File: src/rtl/map_bus_pkg.sv
// Shared types and constants for the mapper bus arbiter: FSM states,
// mapper channel indices and the values driven on an idle bus.
package map_bus_pkg;

  typedef enum logic [1:0] {
    ST_RUN,
    ST_DRAIN,
    ST_SETTLE
  } arb_state_t;

  localparam int CH_DLH     = 0;
  localparam int CH_CX4     = 1;
  localparam int CH_SDD1    = 2;
  localparam int CH_GSU     = 3;
  localparam int CH_SA1     = 4;
  localparam int CH_SPC7110 = 5;
  localparam int CH_BSX     = 6;

  localparam logic [7:0]  IDLE_DI     = 8'hFF;
  localparam logic        IDLE_STB_N  = 1'b1;
  localparam logic        IDLE_IRQ_N  = 1'b1;
  localparam logic        IDLE_WORD   = 1'b0;

endpackage

File: src/rtl/map_sel_decode.sv
// Decodes the one-hot mapper request into a channel index; all-zero and
// multi-hot both map to channel 0, and multi-hot is flagged.
module map_sel_decode #(
  parameter int NCH = 7
) (
  input  logic [NCH-2:0]         map_active,
  output logic [$clog2(NCH)-1:0] target,
  output logic                   multi
);
  localparam int CW = $clog2(NCH);

  // NOTE: every output gets a default before the loop so no latch is inferred.
  always_comb begin
    target = '0;
    multi  = 1'b0;
    for (int k = 0; k < NCH - 1; k++) begin
      if (map_active[k]) begin
        if (target != '0) multi = 1'b1;
        target = CW'(k + 1);
      end
    end
    if (multi) target = '0;
  end

endmodule

File: src/rtl/map_bus_arbiter.sv
// Routes one mapper channel's cartridge bus to the shared ROM/BSRAM/CPU side,
// draining the old channel and idling the bus for a few cycles on every switch.
module map_bus_arbiter
  import map_bus_pkg::*;
#(
  parameter int           NCH       = 7,
  parameter int           ROM_AW    = 24,
  parameter int           BS_AW     = 20,
  parameter int           SETTLE    = 2,
  parameter int           DRAIN_MAX = 16,
  parameter logic [NCH-1:0] TURBO_BLK = 'b0001010
) (
  input  logic                    mclk,
  input  logic                    rst,
  input  logic [NCH-2:0]          map_active,
  input  logic [8*NCH-1:0]        ch_do,
  input  logic [NCH-1:0]          ch_irq_n,
  input  logic [ROM_AW*NCH-1:0]   ch_rom_addr,
  input  logic [16*NCH-1:0]       ch_rom_d,
  input  logic [NCH-1:0]          ch_rom_ce_n,
  input  logic [NCH-1:0]          ch_rom_oe_n,
  input  logic [NCH-1:0]          ch_rom_we_n,
  input  logic [NCH-1:0]          ch_rom_word,
  input  logic [BS_AW*NCH-1:0]    ch_bs_addr,
  input  logic [8*NCH-1:0]        ch_bs_d,
  input  logic [NCH-1:0]          ch_bs_ce_n,
  input  logic [NCH-1:0]          ch_bs_oe_n,
  input  logic [NCH-1:0]          ch_bs_we_n,
  input  logic                    err_clr,
  output logic [7:0]              di,
  output logic                    irq_n,
  output logic [ROM_AW-1:0]       rom_addr,
  output logic [15:0]             rom_d,
  output logic                    rom_ce_n,
  output logic                    rom_oe_n,
  output logic                    rom_we_n,
  output logic                    rom_word,
  output logic [BS_AW-1:0]        bs_addr,
  output logic [7:0]              bs_d,
  output logic                    bs_ce_n,
  output logic                    bs_oe_n,
  output logic                    bs_we_n,
  output logic [$clog2(NCH)-1:0]  cur_ch,
  output logic                    busy,
  output logic [1:0]              err,
  output logic                    turbo_allow
);
  localparam int CW = $clog2(NCH);
  localparam int DW = $clog2(DRAIN_MAX + 1);

  logic [CW-1:0] target;
  logic          multi;

  map_sel_decode #(.NCH(NCH)) u_sel_decode (
    .map_active (map_active),
    .target     (target),
    .multi      (multi)
  );

  arb_state_t    state;
  logic [CW-1:0] tgt;
  logic [DW-1:0] drain_cnt;
  logic [3:0]    settle_cnt;

  logic released, timeout, drain_to;
  assign released = ch_rom_ce_n[cur_ch] & ch_bs_ce_n[cur_ch];
  assign timeout  = (drain_cnt >= DW'(DRAIN_MAX - 1));
  assign drain_to = (state == ST_DRAIN) && (target != cur_ch) && !released && timeout;

  // NOTE: all state is non-blocking; the reset branch also clears the data path.
  always_ff @(posedge mclk) begin
    if (rst) begin
      state       <= ST_RUN;
      cur_ch      <= CW'(CH_DLH);
      tgt         <= '0;
      drain_cnt   <= '0;
      settle_cnt  <= '0;
      busy        <= 1'b0;
      err         <= 2'b00;
      turbo_allow <= ~TURBO_BLK[0];
      di <= IDLE_DI;    irq_n <= IDLE_IRQ_N;
      rom_addr <= '0;   rom_d <= '0;
      rom_ce_n <= IDLE_STB_N; rom_oe_n <= IDLE_STB_N; rom_we_n <= IDLE_STB_N;
      rom_word <= IDLE_WORD;
      bs_addr <= '0;    bs_d <= '0;
      bs_ce_n <= IDLE_STB_N;  bs_oe_n <= IDLE_STB_N;  bs_we_n <= IDLE_STB_N;
    end else begin
      // The bus is idle exactly while the FSM sits in SETTLE, one cycle delayed.
      if (state == ST_SETTLE) begin
        di <= IDLE_DI;    irq_n <= IDLE_IRQ_N;
        rom_addr <= '0;   rom_d <= '0;
        rom_ce_n <= IDLE_STB_N; rom_oe_n <= IDLE_STB_N; rom_we_n <= IDLE_STB_N;
        rom_word <= IDLE_WORD;
        bs_addr <= '0;    bs_d <= '0;
        bs_ce_n <= IDLE_STB_N;  bs_oe_n <= IDLE_STB_N;  bs_we_n <= IDLE_STB_N;
      end else begin
        di       <= ch_do[cur_ch*8 +: 8];
        irq_n    <= ch_irq_n[cur_ch];
        rom_addr <= ch_rom_addr[cur_ch*ROM_AW +: ROM_AW];
        rom_d    <= ch_rom_d[cur_ch*16 +: 16];
        rom_ce_n <= ch_rom_ce_n[cur_ch];
        rom_oe_n <= ch_rom_oe_n[cur_ch];
        rom_we_n <= ch_rom_we_n[cur_ch];
        rom_word <= ch_rom_word[cur_ch];
        bs_addr  <= ch_bs_addr[cur_ch*BS_AW +: BS_AW];
        bs_d     <= ch_bs_d[cur_ch*8 +: 8];
        bs_ce_n  <= ch_bs_ce_n[cur_ch];
        bs_oe_n  <= ch_bs_oe_n[cur_ch];
        bs_we_n  <= ch_bs_we_n[cur_ch];
      end

      err[0] <= multi | (err[0] & ~err_clr);
      err[1] <= drain_to | (err[1] & ~err_clr);

      case (state)
        ST_RUN: begin
          if (target != cur_ch) begin
            state       <= ST_DRAIN;
            busy        <= 1'b1;
            drain_cnt   <= '0;
            turbo_allow <= 1'b0;
          end else begin
            turbo_allow <= ~TURBO_BLK[cur_ch];
          end
        end
        ST_DRAIN: begin
          if (target == cur_ch) begin
            state       <= ST_RUN;
            busy        <= 1'b0;
            turbo_allow <= ~TURBO_BLK[cur_ch];
          end else if (released || timeout) begin
            state      <= ST_SETTLE;
            settle_cnt <= '0;
            tgt        <= target;
          end else begin
            drain_cnt <= drain_cnt + 1'b1;
          end
        end
        ST_SETTLE: begin
          if (target != tgt) begin
            tgt        <= target;
            settle_cnt <= '0;
          end else if (settle_cnt >= 4'(SETTLE - 1)) begin
            state       <= ST_RUN;
            cur_ch      <= tgt;
            busy        <= 1'b0;
            turbo_allow <= ~TURBO_BLK[tgt];
          end else begin
            settle_cnt <= settle_cnt + 1'b1;
          end
        end
        default: state <= ST_RUN;
      endcase
    end
  end

endmodule
File: config.mk
export PLATFORM = sky130hd
export DESIGN_NAME = map_bus_arbiter
export DESIGN_NICKNAME = d
export VERILOG_FILES = /design/src/rtl/map_bus_pkg.sv /design/src/rtl/map_sel_decode.sv /design/src/rtl/map_bus_arbiter.sv
export SDC_FILE = /design/constraint.sdc
export NUM_CORES = 1
export LEC_CHECK = 0
export BUFFER_PORTS_ARGS = -buffer_cell sky130_fd_sc_hd__buf_2
export CAP_MARGIN = 25
export CORE_AREA = 2 2 267 269
export DETAILED_ROUTE_END_ITERATION = 10
export DIE_AREA = 0 0 269 271
export HOLD_SLACK_MARGIN = 0.08
export PLACE_DENSITY = 0.38
export SYNTH_ARGS = -nofsm -noshare
export SYNTH_HDL_FRONTEND = slang
export SYNTH_SLANG_ARGS = --single-unit
File: constraint.sdc
create_clock -name mclk -period 4.93 [get_ports mclk]
set_input_delay 0.986 -clock mclk [delete_from_list [all_inputs] [get_ports mclk]]
set_output_delay 0.986 -clock mclk [all_outputs]
set_load 0.02 [all_outputs]
### After elaboration in Yosys (flattened, before gate mapping)

Memories as Yosys holds them, arrays and structs flattened. A register that Yosys moved wholly into a read port is not among the register bits.
Cells that the tools add are included.

* register bits after elaboration: 105
* bits in read-only memories: 16
* logic and storage cells: 150
* memories kept: 2

Memory list
* (name not given): words 8, bits a word 1, rd ports 1, clocked after Yosys merged registers in 1, wr ports 0, RTL line map_bus_arbiter.sv:147 `turbo_allow <= ~TURBO_BLK[tgt];`
* (name not given): words 8, bits a word 1, rd ports 1, clocked after Yosys merged registers in 1, wr ports 0, RTL line map_bus_arbiter.sv:130 `turbo_allow <= ~TURBO_BLK[cur_ch];`

* $add $sub $neg: 2
* multiply operators: 2
* order comparisons: 4
* equality and inequality tests: 15
* shift operators: 5
* muxes and demuxes: 68
* bitwise operators: 9
* reduce and logical (&&, ||, !) cells: 22

Operators with widths (number)
* $shiftx A168 B9 Y24: 1
* $shiftx A140 B9 Y20: 1
* $shiftx A112 B8 Y16: 1
* $shiftx A56 B7 Y8: 2
* $mux W3: 11
* $mux W1: 29
* $bmux W1 S3: 8
* $reduce_and A4 Y1: 5
* $reduce_bool A3 Y1: 6
* $mux W4: 4
* $mux W5: 3
* $mux W2: 7
* $pmux W5 S2: 1
* $lt A3 B4 Y1 const B: 2
* $ne A2 B1 Y1 const B: 4
* $ne A2 B2 Y1 const B: 4
* $pmux W4 S2: 1
* $mul A3 B3 Y6 const B: 1
* $ne A3 B3 Y1: 2
* $pmux W1 S3: 2
* $pmux W2 S3: 1
* $pmux W3 S2: 1
* $add A5 B1 Y5 const B: 1
* $ge A5 B4 Y1 const B: 1
* 19 further kinds: 28

### Longest topological paths before layout

Gate-level depths: netlist of the first run.

* word-level depth: 18
* gate-level depth with buffers: 8

### By module

Synthesis of the first run repeated with hierarchy kept, for this count alone.

* cells, all modules: 832
* area, all modules: 7853.8 um^2

By module, submodules not included
* map_bus_arbiter: instances 1, cells an instance 812, area each 7709.9 um^2, seq. area each 2142.1 um^2
* map_sel_decode: instances 1, cells an instance 20, area each 143.9 um^2, seq. area each 0.0 um^2

### Worst setup path before layout of the first run

Ideal clock, no wire load.

* kind: input-to-reg
* start: in map_active[2]
* end: reg busy
* setup time: 88 ps
* arrival time: 2555 ps
* data required time: 4842 ps
* slack: 2286 ps
* stages: 8
* buffers on the path: 1
* cells stage by stage: buf_6 nor3_1 o211ai_4 xnor2_2 o31ai_4 and3b_4 a21oi_2 a311oi_2

* longest elaborated chain between the ends: 12
* elaborated cells on any way between the ends: 22

Ends and longest elaborated chain
* from (decl): RTL line map_bus_arbiter.sv:15 `input logic [NCH-2:0] map_active,`
* $mux W2: RTL line map_sel_decode.sv:17 `if (map_active[k]) begin`
* $reduce_bool A3 Y1: RTL line map_sel_decode.sv:18 `if (target != '0) multi = 1'b1;`
* $mux W1: RTL line map_sel_decode.sv:18
* $mux W1: RTL line map_sel_decode.sv:17
* $mux W1: RTL line map_sel_decode.sv:18
* $mux W1: RTL line map_sel_decode.sv:17
* $mux W1: RTL line map_sel_decode.sv:18
* $mux W1: RTL line map_sel_decode.sv:17
* $mux W3 (*): RTL line map_sel_decode.sv:22 `if (multi) target = '0;`
* $ne A3 B3 Y1, or another cell as far along: RTL line map_bus_arbiter.sv:117 `if (target != cur_ch) begin`
* $ne A2 B2 Y1 (no source line) / $ne A2 B1 Y1 (equally long branches)
* $reduce_and A5 Y1 (no source line) (*)
* to (signal assigned): RTL line map_bus_arbiter.sv:119 `busy <= 1'b1;`
* to (signal assigned): RTL line map_bus_arbiter.sv:129 `busy <= 1'b0;`
* to (signal assigned): RTL line map_bus_arbiter.sv:146 `busy <= 1'b0;`
* to (decl): RTL line map_bus_arbiter.sv:44 `output logic busy,`

Mark *: on every way between the ends. The rest lies on a longest branch, timed or not.
A chain may end at the register's enable or synchronous reset.

### Worst setup path in the final report of the first run

* start: reg cur_ch[2]
* end: reg tgt[2]

* longest elaborated chain between the ends: 6
* elaborated cells on any way between the ends: 10

Ends and longest elaborated chain
* from (decl): RTL line map_bus_arbiter.sv:43 `output logic [$clog2(NCH)-1:0] cur_ch,`
* from (signal assigned): RTL line map_bus_arbiter.sv:74 `cur_ch <= CW'(CH_DLH);`
* from (signal assigned): RTL line map_bus_arbiter.sv:145 `cur_ch <= tgt;`
* $bmux W1 S3: RTL line map_bus_arbiter.sv:66 `assign released = ch_rom_ce_n[cur_ch] & ch_bs_ce_n[cur_ch];`
* $mux W1 (not written as such): RTL line map_bus_arbiter.sv:66
* $and A1 B1 Y1: RTL line map_bus_arbiter.sv:66
* $logic_or A1 B1 Y1: RTL line map_bus_arbiter.sv:131 `end else if (released || timeout) begin`
* $ne A2 B1 Y1 (no source line)
* $reduce_and A4 Y1 (no source line) (*)
* to (signal assigned): RTL line map_bus_arbiter.sv:134 `tgt <= target;`
* to (signal assigned): RTL line map_bus_arbiter.sv:141 `tgt <= target;`
* to (decl): RTL line map_bus_arbiter.sv:61 `logic [CW-1:0] tgt;`

Mark *: on every way between the ends. The rest lies on a longest branch, timed or not. The select of a mux whose other input is x is not followed.

==> results of run 1 <==
==> power groups by stage <==
stage	registers (mW)	logic (mW)	clock network (mW)
floorplan	1.20	0.328	0
global placement	1.06	1.01	0
detailed placement	1.06	1.02	0
CTS	1.04	1.02	0.936
global route	1.05	1.09	0.961
finish	1.03	1.00	0.866
==> state kept, by name, summed over array words and instances, names as in the netlist, named ones only <==
register     count
drain_cnt        5
rom_d           16
busy             1
rom_ce_n         1
bs_we_n          1
settle_cnt       4
rom_word         1
rom_we_n         1
turbo_allow      1
bs_ce_n          1
err              2
di               8
cur_ch           3
irq_n            1
tgt              3
rom_addr        24
rom_oe_n         1
state            2
bs_addr         20
bs_d             8
bs_oe_n          1
==> stage by stage <==
stage	cell area, µm²	util [%]	setup slack (ns)
after floorplan	7920	-	2.286
after global placement	12360	17.71	2.054
after detailed placement	12360	17.71	2.003
after CTS	12690	18.18	2.222
after global routing	12690	18.19	1.985
final	12690	18.19	2.288
==> layer usage <==
| metal | part of all wire [%] | vias to the layer above |
|---|---|---|
| met5 | 0 | - |
| met4 | 2.3 | 0 |
| met3 | 8.0 | 42 |
| met2 | 51 | 441 |
| met1 | 39 | 4441 |
| li1 | - | 4411 |
==> cell families after synthesis <==
kind of cell | synth area share (%)
mux | 35.13
xor+xnor | 1.422
flops | 27.05
fa+ha+maj | 1.548
buf+inv | 4.613
compound gates | 18.07
simple gates | 12.16
==> layout by cell type, fill, tap and decap left out, types with 6 or more instances in the layout <==
cell type and n:
buf_2 687, nor2_1 156, dfxtp_1 104, mux2i_1 89, mux4_2 82, a21oi_1 80
a211oi_1 70, nand2_1 37, o21ai_0 19, o211ai_1 15, inv_1 9, xor2_1 9
ha_1 9, clkbuf_16 9, buf_4 9, nor3_1 6
==> final timing paths <==
path	start	to	slack, ns
setup / recovery	cur_ch[2]$_SDFFE_PP0P_	tgt[2]$_SDFFE_PP0N_	2.29
hold / removal	err[0]$_SDFF_PP0_	err[0]$_SDFF_PP0_	0.48
setup reg to reg	cur_ch[2]$_SDFFE_PP0P_	tgt[2]$_SDFFE_PP0N_	2.29
hold reg to reg	err[0]$_SDFF_PP0_	err[0]$_SDFF_PP0_	0.48
==> worst max-delay path, stage by stage (launching register included) <==
cell and delay [ns]:
dfxtp_4 0.37, buf_4 0.56, nor2b_1 0.16, a22oi_1 0.21
o21ai_1 0.17, o21ai_2 0.29, a21o_1 0.23, nand2_1 0.18
mux2_1 0.36
==> cell type report <==
type                    count  area [µm²]
repair buffers            699        3566
fillers                  7942       57090
flip-flops and latches    107        2153
clock inverters             7       107.6
inverters                   9       33.78
clock buffers               9       225.2
well taps                 940        1176
multi-input cells         640        5428
diodes                      2       5.005
==> impl_metrics.env, run 1 <==
export IMPL_power_frac_clock_pct=29.8
export IMPL_grt_pass1_vias=9784
export IMPL_hold_depth=2
export IMPL_fin_crit_ns=2.642
export IMPL_whs_ns=0.4750
export IMPL_grtUsageMet3_pct=3.368
export IMPL_cts_hold_buf=0
export IMPL_slew_violations=0
export IMPL_die_y_um=271
export IMPL_cts_made_buffers=9
export IMPL_dp_hpwl_um=39470
export IMPL_cts_resized=0
export IMPL_via_count=9335
export IMPL_cts_tree="built"
export IMPL_clkSinkCount=107
export IMPL_routed_wirelength_um=46670
export IMPL_drc=0
export IMPL_power_mw=2.902
export IMPL_grt_ovfl_total=0
export IMPL_clk_pin_slew_worst_paths_ns=0.08
export IMPL_grt_busiest_layer="met2"
export IMPL_status="finished clean"
export IMPL_track_usage_pct=12.26
export IMPL_synthesis_nets=1441
export IMPL_drive_above_1_share_pct=55.74
export IMPL_yosys_most_used_dff="dfxtp_1"
export IMPL_ios=688
export IMPL_yosysTopAreaCell="dfxtp_1"
export IMPL_drt_pass1_iter_count=4
export IMPL_viasPerCell=3.869
export IMPL_p_seq_share_pct=35.6
export IMPL_worstSetupPathType="reg2reg"
export IMPL_wl_per_cell_um=19.34
export IMPL_power_static_leakage_nw=5.408
export IMPL_post_cts_buffers=0
export IMPL_core_mm2=0.06979
export IMPL_cts_root_buffer="clkbuf_16"
export IMPL_start_util_pct=11.35
export IMPL_drt_iter0_drc=429
export IMPL_antenna_found_initial=8
export IMPL_synth_edff_count=0
export IMPL_async_reset_ff_share_pct=0
export IMPL_cp_max_fo=72
export IMPL_powerDensity_mw_per_mm2=228.6
export IMPL_final_cells=2413
export IMPL_use_met1_pct=14.16
export IMPL_fmax_ghz=0.3785
export IMPL_synth_commonest_cells="156 x nor2_1, 107 x dfxtp_1, 89 x mux2i_1"
export IMPL_clk_latency_ns=0.39
export IMPL_rr_worst_depth=8
export IMPL_area_delta_synth_final_pct=60.28
export IMPL_setup_violations_final=0
export IMPL_finClkSkew_ns=0.007446
export IMPL_die_w_um=269
export IMPL_critPathArrivalTime_ns=2.92
export IMPL_clock_path_buffers=2
export IMPL_ir_worst_vdd_mv=0.1754
export IMPL_synth_top_area_share_pct=27.05
export IMPL_grt_max_degree=99
export IMPL_required_ns=5.21
export IMPL_drtAntennaViolNets=0
export IMPL_internal_power_mw=1.865
export IMPL_numPortBuffers=687
export IMPL_synth_seq_cells=107
export IMPL_gp_congestion=0.9278
export IMPL_htree_num_levels=3
export IMPL_yosys_warnings=0
export IMPL_grt_pass1_wl_um=64530
export IMPL_ys_seq_area_share_pct=27.05
export IMPL_final_hold_violation_count=0
export IMPL_startpoint_type="flop"
export IMPL_dp_cells=2395
export IMPL_end_kind="flop"
export IMPL_dieArea_mm2=0.07290
export IMPL_grtUsageMet2_pct=21.81
export IMPL_yosysUniqueCellTypes=58
export IMPL_synth_most_common_cell="nor2_1"
export IMPL_grt_setup_unrepaired="no"
export IMPL_nets=2072
export IMPL_synth_area_mm2=0.007920
export IMPL_slew_headroom_pct=35.25
export IMPL_min_path_type="reg2reg"
export IMPL_swShare_pct=35.75
export IMPL_final_setup_tns_ns=0
export IMPL_power_frac_comb_pct=34.5
export IMPL_tightest_slew_ns=0.9578
export IMPL_period_share_pct=53.60
export IMPL_cap_viol_max_count=0
export IMPL_ys_top_cells_by_area="dfxtp_1 27%, mux4_2 23%, mux2i_1 11%"
export IMPL_rows=97
export IMPL_power_switching_mw=1.037
export IMPL_synthCells=835
export IMPL_syn_area_per_cell_um2=9.485
(Power assumes the default switching activity.)
==> run 2: changes to the inputs <==
Settings changed: ABC_AREA set to 1, CORE_AREA 2 2 267 269 to 2 2 270 272, DIE_AREA 0 0 269 271 to 0 0 272 274, PLACE_DENSITY 0.38 to 0.39.
Clock period 4.93 ns to 2.35 ns, I/O delays scaled along.
==> run 2 against run 1 <==
Sequential power is 150% higher. Fmax is 30% higher. Critical path type unchanged. Largest power group is now combinational cells. Clock power is 110% higher. Wire length is 18% higher. Clock skew is 0.013 ns higher. Critical path depth stayed put. First-iteration DRC count is 30% higher. Die area is 2.2% higher. Global-route usage is 1.9 points higher. Power grew to 3.4 times the previous value.
==> impl_metrics.env, run 2 <==
export IMPL_status="finished clean"
export IMPL_async_reset_ff_share_pct=0
export IMPL_syn_area_per_cell_um2=5.773
export IMPL_dp_hpwl_um=43000
export IMPL_ir_worst_vdd_mv=0.3931
export IMPL_drtAntennaViolNets=0
export IMPL_clkSinkCount=107
export IMPL_gp_congestion=0.8809
export IMPL_top_regs="rom_addr x24, bs_addr x20, rom_d x16"
export IMPL_core_mm2=0.07197
export IMPL_synth_most_common_cell="nor2_1"
export IMPL_power_switching_mw=4.833
export IMPL_grt_pass1_wl_um=78580
export IMPL_holdPathEnd="err[0]$_SDFF_PP0_"
export IMPL_final_setup_tns_ns=0
export IMPL_slew_headroom_pct=44.91
export IMPL_numPortBuffers=687
export IMPL_wl_per_cell_um=18.18
export IMPL_hold_depth=4
export IMPL_slew_violations=0
export IMPL_drc=0
export IMPL_track_usage_pct=14.12
export IMPL_fmax_ghz=0.4920
export IMPL_cap_viol_max_count=0
export IMPL_dieArea_mm2=0.07453
export IMPL_p_seq_share_pct=26.0
export IMPL_synth_area_mm2=0.008308
export IMPL_r2r_end="rom_word$_SDFF_PP0_"
export IMPL_grtUsageMet3_pct=3.100
export IMPL_yosys_most_used_dff="dfxtp_1"
export IMPL_design_area_mm2=0.01323
export IMPL_final_hold_violation_count=0
export IMPL_fill_cells=8476
export IMPL_grt_pass1_vias=12165
export IMPL_area_delta_synth_final_pct=59.26
export IMPL_grtUsageMet2_pct=24.25
export IMPL_internal_power_mw=4.995
export IMPL_power_frac_clock_pct=18.2
export IMPL_synth_commonest_cells="419 x nor2_1, 397 x o21ai_0, 156 x nand2_1"
export IMPL_clk_latency_ns=0.40
export IMPL_grt_busiest_layer="met2"
export IMPL_dpl_cell_area_mm2=0.01293
export IMPL_worstSetupPathType="reg2reg"
export IMPL_end_kind="flop"
export IMPL_critPathArrivalTime_ns=2.34
export IMPL_finClkSkew_ns=0.02018
export IMPL_antenna_found_initial=5
export IMPL_startpoint_type="flop"
export IMPL_synth_top_area_share_pct=25.78
export IMPL_swShare_pct=49.17
export IMPL_yosysTopAreaCell="dfxtp_1"
export IMPL_synthesis_nets=2045
export IMPL_required_ns=2.66
export IMPL_clk_pin_slew_worst_paths_ns=0.10
export IMPL_htree_num_levels=3
export IMPL_die_y_um=274
export IMPL_via_count=12225
export IMPL_cts_root_buffer="clkbuf_16"
export IMPL_start_util_pct=11.54
export IMPL_clock_path_buffers=2
export IMPL_synth_seq_cells=107
export IMPL_fin_crit_ns=2.033
export IMPL_cts_tree="built"
export IMPL_drt_pass1_iter_count=5
export IMPL_dp_cells=3000
export IMPL_yosys_warnings=0
export IMPL_synth_edff_count=0
export IMPL_rows=99
export IMPL_tightest_slew_ns=0.8177
export IMPL_setup_violations_final=0
export IMPL_cts_resized=0
export IMPL_final_cell_mix="687 x buf_2, 418 x nor2_1, 397 x o21ai_0, 156 x nand2_1, 104 x dfxtp_1"
export IMPL_powerDensity_mw_per_mm2=742.8
export IMPL_min_path_type="in2reg"
export IMPL_use_met1_pct=17.46
export IMPL_final_cells=3020
export IMPL_routed_wirelength_um=54900
export IMPL_post_cts_buffers=0
export IMPL_nets=2658
export IMPL_period_share_pct=86.49
export IMPL_power_frac_comb_pct=55.8
export IMPL_mostFrequentLayoutCell="buf_2"
export IMPL_ios=688
export IMPL_r2r_start="cur_ch[0]$_SDFFE_PP0P_"
export IMPL_hold_start="err_clr"
export IMPL_grt_ovfl_total=0
export IMPL_grt_setup_unrepaired="no"
export IMPL_yosysUniqueCellTypes=34
export IMPL_die_w_um=272
export IMPL_power_static_leakage_nw=6.255
export IMPL_cts_hold_buf=0
export IMPL_drive_above_1_share_pct=38.26
export IMPL_synthCells=1439
export IMPL_drt_iter0_drc=556
export IMPL_grt_max_degree=90
export IMPL_cts_made_buffers=9
export IMPL_r2r_setup_slack_ns=0.32
export IMPL_rr_worst_depth=8
export IMPL_ys_seq_area_share_pct=25.78
export IMPL_largest_reg_flops=24
export IMPL_ys_top_cells_by_area="dfxtp_1 26%, o21ai_0 24%, nor2_1 19%"
export IMPL_viasPerCell=4.048
export IMPL_cp_max_fo=35
export IMPL_regMostFlops="rom_addr"
## run 2: cell types whose count changed after synthesis, moves of 12 or more
cell,delta
nor2_1,+263
a31oi_1,+69
mux4_2,-82
nand2_1,+118
a211oi_1,-70
o21ai_1,+12
buf_2,+12
o22ai_1,+12
inv_1,+28
nand3_1,+15
mux2i_1,-89
a21oi_1,-69
clkbuf_1,+25
o21ai_0,+378
## run 2: metrics by stage
| step | power (mW) | worst slack (ns) | utilization, % | hold slack, ns |
|---|---|---|---|---|
| 2_1_floorplan | 5.756 | 0.5285 | - | 0.4190 |
| 3_3_place_gp | 8.204 | 0.2546 | 17.96 | 0.4353 |
| 3_5_place_dp | 8.143 | 0.2603 | 17.96 | 0.4315 |
| 4_1_cts | 10.06 | 0.2246 | 18.37 | 0.3082 |
| 5_1_grt | 10.67 | 0.06434 | 18.39 | 0.3606 |
| 6_report | 9.828 | 0.3174 | 18.39 | 0.3494 |
## run 2: how the worst max path moves through the flow
| stage | from | end | cells after the start |
|---|---|---|---|
| after CTS | cur_ch[0]$_SDFFE_PP0P_ | rom_addr[10]$_SDFF_PP0_ | 8 |
| after global routing | cur_ch[0]$_SDFFE_PP0P_ | rom_word$_SDFF_PP0_ | 8 |
| after detailed placement | map_active[3] | drain_cnt[1]$_SDFFE_PP0P_ | 13 |
| after global placement | map_active[3] | settle_cnt[1]$_SDFFE_PP0P_ | 15 |
| after floorplan | cur_ch[0]$_SDFFE_PP0P_ | bs_oe_n$_SDFF_PP1_ | 10 |
| final | cur_ch[0]$_SDFFE_PP0P_ | rom_word$_SDFF_PP0_ | 8 |
## run 2: logic make-up after synthesis
logic type	count (synthesis)	synth area share, %
adders and majority gates	9	1.355
DFF	107	25.78
buffers and inverters	166	8.012
and+or+nand+nor	630	31.13
AOI/OAI and AO/OA	527	33.72
## run 2: cell type report
type	instances	area, µm²	area share, %
Clock buffer	10	239.0	1.806
Clock inverter	6	56.30	0.4255
Sequential cell	107	2151	16.26
Timing Repair Buffer	723	3884	29.35
Multi-Input combinational cell	1166	5508	41.63
Antenna cell	4	10.01	0.07565
Tap cell	959	1200	9.069
Inverter	45	183.9	1.390
## run 2: worst max-delay path, stage by stage, from the launching register on
cell and delay, ns:
dfxtp_4 0.41, inv_8 0.18, nand2_1 0.12, inv_4 0.10, buf_4 0.41, nand2_1 0.09
o21ai_0 0.19, o21ai_0 0.19, a31oi_1 0.20
## run 2: power by group through the flow
| stage | Combinational (mW) | Sequential [mW] | Clock, mW |
|---|---|---|---|
| 2_1_floorplan | 2.67 | 3.09 | 0 |
| 3_3_place_gp | 5.60 | 2.60 | 0 |
| 3_5_place_dp | 5.54 | 2.60 | 0 |
| 4_1_cts | 5.56 | 2.57 | 1.93 |
| 5_1_grt | 6.09 | 2.61 | 1.96 |
| 6_report | 5.49 | 2.55 | 1.79 |
## run 2: metal layers
layer  vias to the layer above  wire, µm
met5                         -        13
met4                         2      1431
met3                        53      3865
met2                       493     26010
met1                      5608     23570
li1                       6069         -
==> run 3: changes to the inputs <==
Settings changed: RECOVER_POWER set to 100.
==> run 3 against run 2 <==
Wire length about the same. Core utilization decreased by 0.26 points. Sequential power about the same. Sequential share of layout area increased by 0.20 points. Clock-buffer cell count unchanged. Register-to-register slack got worse by 0.06 ns. Final cell count unchanged. Largest power group unchanged. Worst hold slack got worse by 0.00082 ns. Largest cell class unchanged. First-iteration DRC count increased by 11%. Worst setup slack got worse by 0.061 ns. Die area unchanged. Clock skew decreased by 0.0036 ns.
==> impl_metrics.env, run 3 (synthesis results as in run 2) <==
export IMPL_period_share_pct=89.10
export IMPL_gp_congestion=0.8809
export IMPL_critPathArrivalTime_ns=2.43
export IMPL_setup_violations_final=0
export IMPL_fmax_ghz=0.4776
export IMPL_track_usage_pct=14.12
export IMPL_cpMaxStageDelayCell="buf_6"
export IMPL_r2r_end="busy$_SDFFE_PP0P_"
export IMPL_finClkSkew_ns=0.01659
export IMPL_clock_path_buffers=2
export IMPL_power_static_leakage_nw=5.934
export IMPL_hold_depth=4
export IMPL_viasPerCell=4.043
export IMPL_fin_ws_ns=0.2561
export IMPL_htree_num_levels=3
export IMPL_clk_pin_slew_worst_paths_ns=0.10
export IMPL_status="finished clean"
export IMPL_top_regs="rom_addr x24, bs_addr x20, rom_d x16"
export IMPL_fin_crit_ns=2.094
export IMPL_regMostFlops="rom_addr"
export IMPL_drc=0
export IMPL_rows=99
export IMPL_final_setup_tns_ns=0
export IMPL_ios=688
export IMPL_required_ns=2.68
export IMPL_core_mm2=0.07197
export IMPL_final_cell_mix="598 x buf_2, 420 x nor2_1, 407 x o21ai_0, 157 x nand2_1, 105 x dfxtp_1"
export IMPL_hold_start="err_clr"
export IMPL_powerDensity_mw_per_mm2=737.6
export IMPL_cp_max_fo=72
export IMPL_clkSinkCount=107
export IMPL_fill_cells=8497
export IMPL_wl_per_cell_um=18.17
export IMPL_grt_setup_unrepaired="no"
export IMPL_cap_viol_max_count=0
export IMPL_holdPathEnd="err[0]$_SDFF_PP0_"
export IMPL_grt_pass1_wl_um=78580
export IMPL_drt_iter0_drc=617
export IMPL_post_cts_buffers=0
export IMPL_cts_resized=0
export IMPL_via_count=12211
export IMPL_power_mw=9.622
export IMPL_r2r_start="cur_ch[0]$_SDFFE_PP0P_"
export IMPL_ir_worst_vdd_mv=0.3867
export IMPL_worstSetupPathType="reg2reg"
export IMPL_dp_hpwl_um=43000
export IMPL_min_path_type="in2reg"
export IMPL_mostFrequentLayoutCell="buf_2"
export IMPL_drt_pass1_iter_count=5
export IMPL_die_w_um=272
export IMPL_pre_cts_ws_ns=0.2603
export IMPL_cts_tree="built"
export IMPL_slew_violations=0
export IMPL_die_y_um=274
export IMPL_grt_ovfl_total=0
export IMPL_antenna_found_initial=5
export IMPL_nets=2658
export IMPL_numPortBuffers=687
export IMPL_final_hold_violation_count=0
export IMPL_routed_wirelength_um=54870
export IMPL_area_delta_synth_final_pct=57.02
export IMPL_crit_path_cell_trace="inv_8 -> buf_6 -> nand2_1 -> nand2_2 -> nand3_4 -> a21oi_1 -> nand3_1 -> nand2_1 -> inv_1 -> nor2_1"
export IMPL_tightest_slew_ns=0.8185
export IMPL_clk_latency_ns=0.40
export IMPL_r2r_setup_slack_ns=0.26
export IMPL_slew_headroom_pct=44.85
export IMPL_max_stage_delay_ns=0.44
export IMPL_cts_hold_buf=0
export IMPL_crit_top_cell="nand2_1"
export IMPL_end_kind="flop"
export IMPL_start_util_pct=11.54
export IMPL_dieArea_mm2=0.07453
export IMPL_startpoint_type="flop"
export IMPL_rr_worst_depth=10
export IMPL_drtAntennaViolNets=0
export IMPL_drive_above_1_share_pct=33.35
export IMPL_grt_pass1_vias=12165
export IMPL_cts_made_buffers=9
export IMPL_largest_reg_flops=24
export IMPL_grt_max_degree=90
export IMPL_cts_root_buffer="clkbuf_16"
[run 3: how the worst max path moves through the flow]
stage                                 from                         end  slack [ns]  depth (start not counted)
floorplan           cur_ch[0]$_SDFFE_PP0P_          bs_oe_n$_SDFF_PP1_        0.53                         10
global placement             map_active[3]  settle_cnt[1]$_SDFFE_PP0P_        0.25                         15
detailed placement           map_active[3]   drain_cnt[1]$_SDFFE_PP0P_        0.26                         13
CTS                 cur_ch[0]$_SDFFE_PP0P_     rom_addr[10]$_SDFF_PP0_        0.22                          8
global route        cur_ch[0]$_SDFFE_PP0P_           busy$_SDFFE_PP0P_        0.04                         10
finish              cur_ch[0]$_SDFFE_PP0P_           busy$_SDFFE_PP0P_        0.26                         10
[run 3: critical path: cells and delay by family, from the launching register on]
kind | cells | cell delay [ns]
AND/OR/NAND/NOR | 6 | 0.66
buffers and inverters | 3 | 0.65
flip-flops | 1 | 0.41
AO/OA/AOI/OAI | 1 | 0.27
[run 3: layout make-up]
cell class	count	area, µm²	area share [%]
diodes	4	10.01	0.07673
inverters	45	183.9	1.410
clock buffers	10	239.0	1.832
multi-input cells	1166	5470	41.93
flip-flops and latches	107	2147	16.46
clock inverters	6	56.30	0.4316
repair buffers	723	3739	28.66
well taps	959	1200	9.198
[run 3: metal layers]
metal | wire length (µm) | vias to the layer above | global-route usage, %
li1 | - | 6069 | -
met1 | 23410 | 5561 | 17.46
met2 | 25880 | 524 | 24.25
met3 | 4069 | 55 | 3.100
met4 | 1493 | 2 | 4.540
met5 | 13 | - | 0
[run 3: power by group]
part	switching, mW	internal, mW	total, mW
Combinational	3.56	1.72	5.27
Sequential	0.240	2.33	2.57
Clock	0.997	0.782	1.78
Total	4.79	4.83	9.62
[run 3: through the flow]
| stage | area (µm²) | utilization, % | cells | hold WS, ns |
|---|---|---|---|---|
| after global placement | 12930 | 17.96 | 3000 | 0.4353 |
| final | 13050 | 18.13 | 3020 | 0.3486 |
| after detailed placement | 12930 | 17.96 | 3000 | 0.4315 |
| after CTS | 13220 | 18.37 | 3016 | 0.3082 |
| after global routing | 13050 | 18.13 | 3020 | 0.3606 |
| after floorplan | 8308 | - | 1439 | 0.4190 |
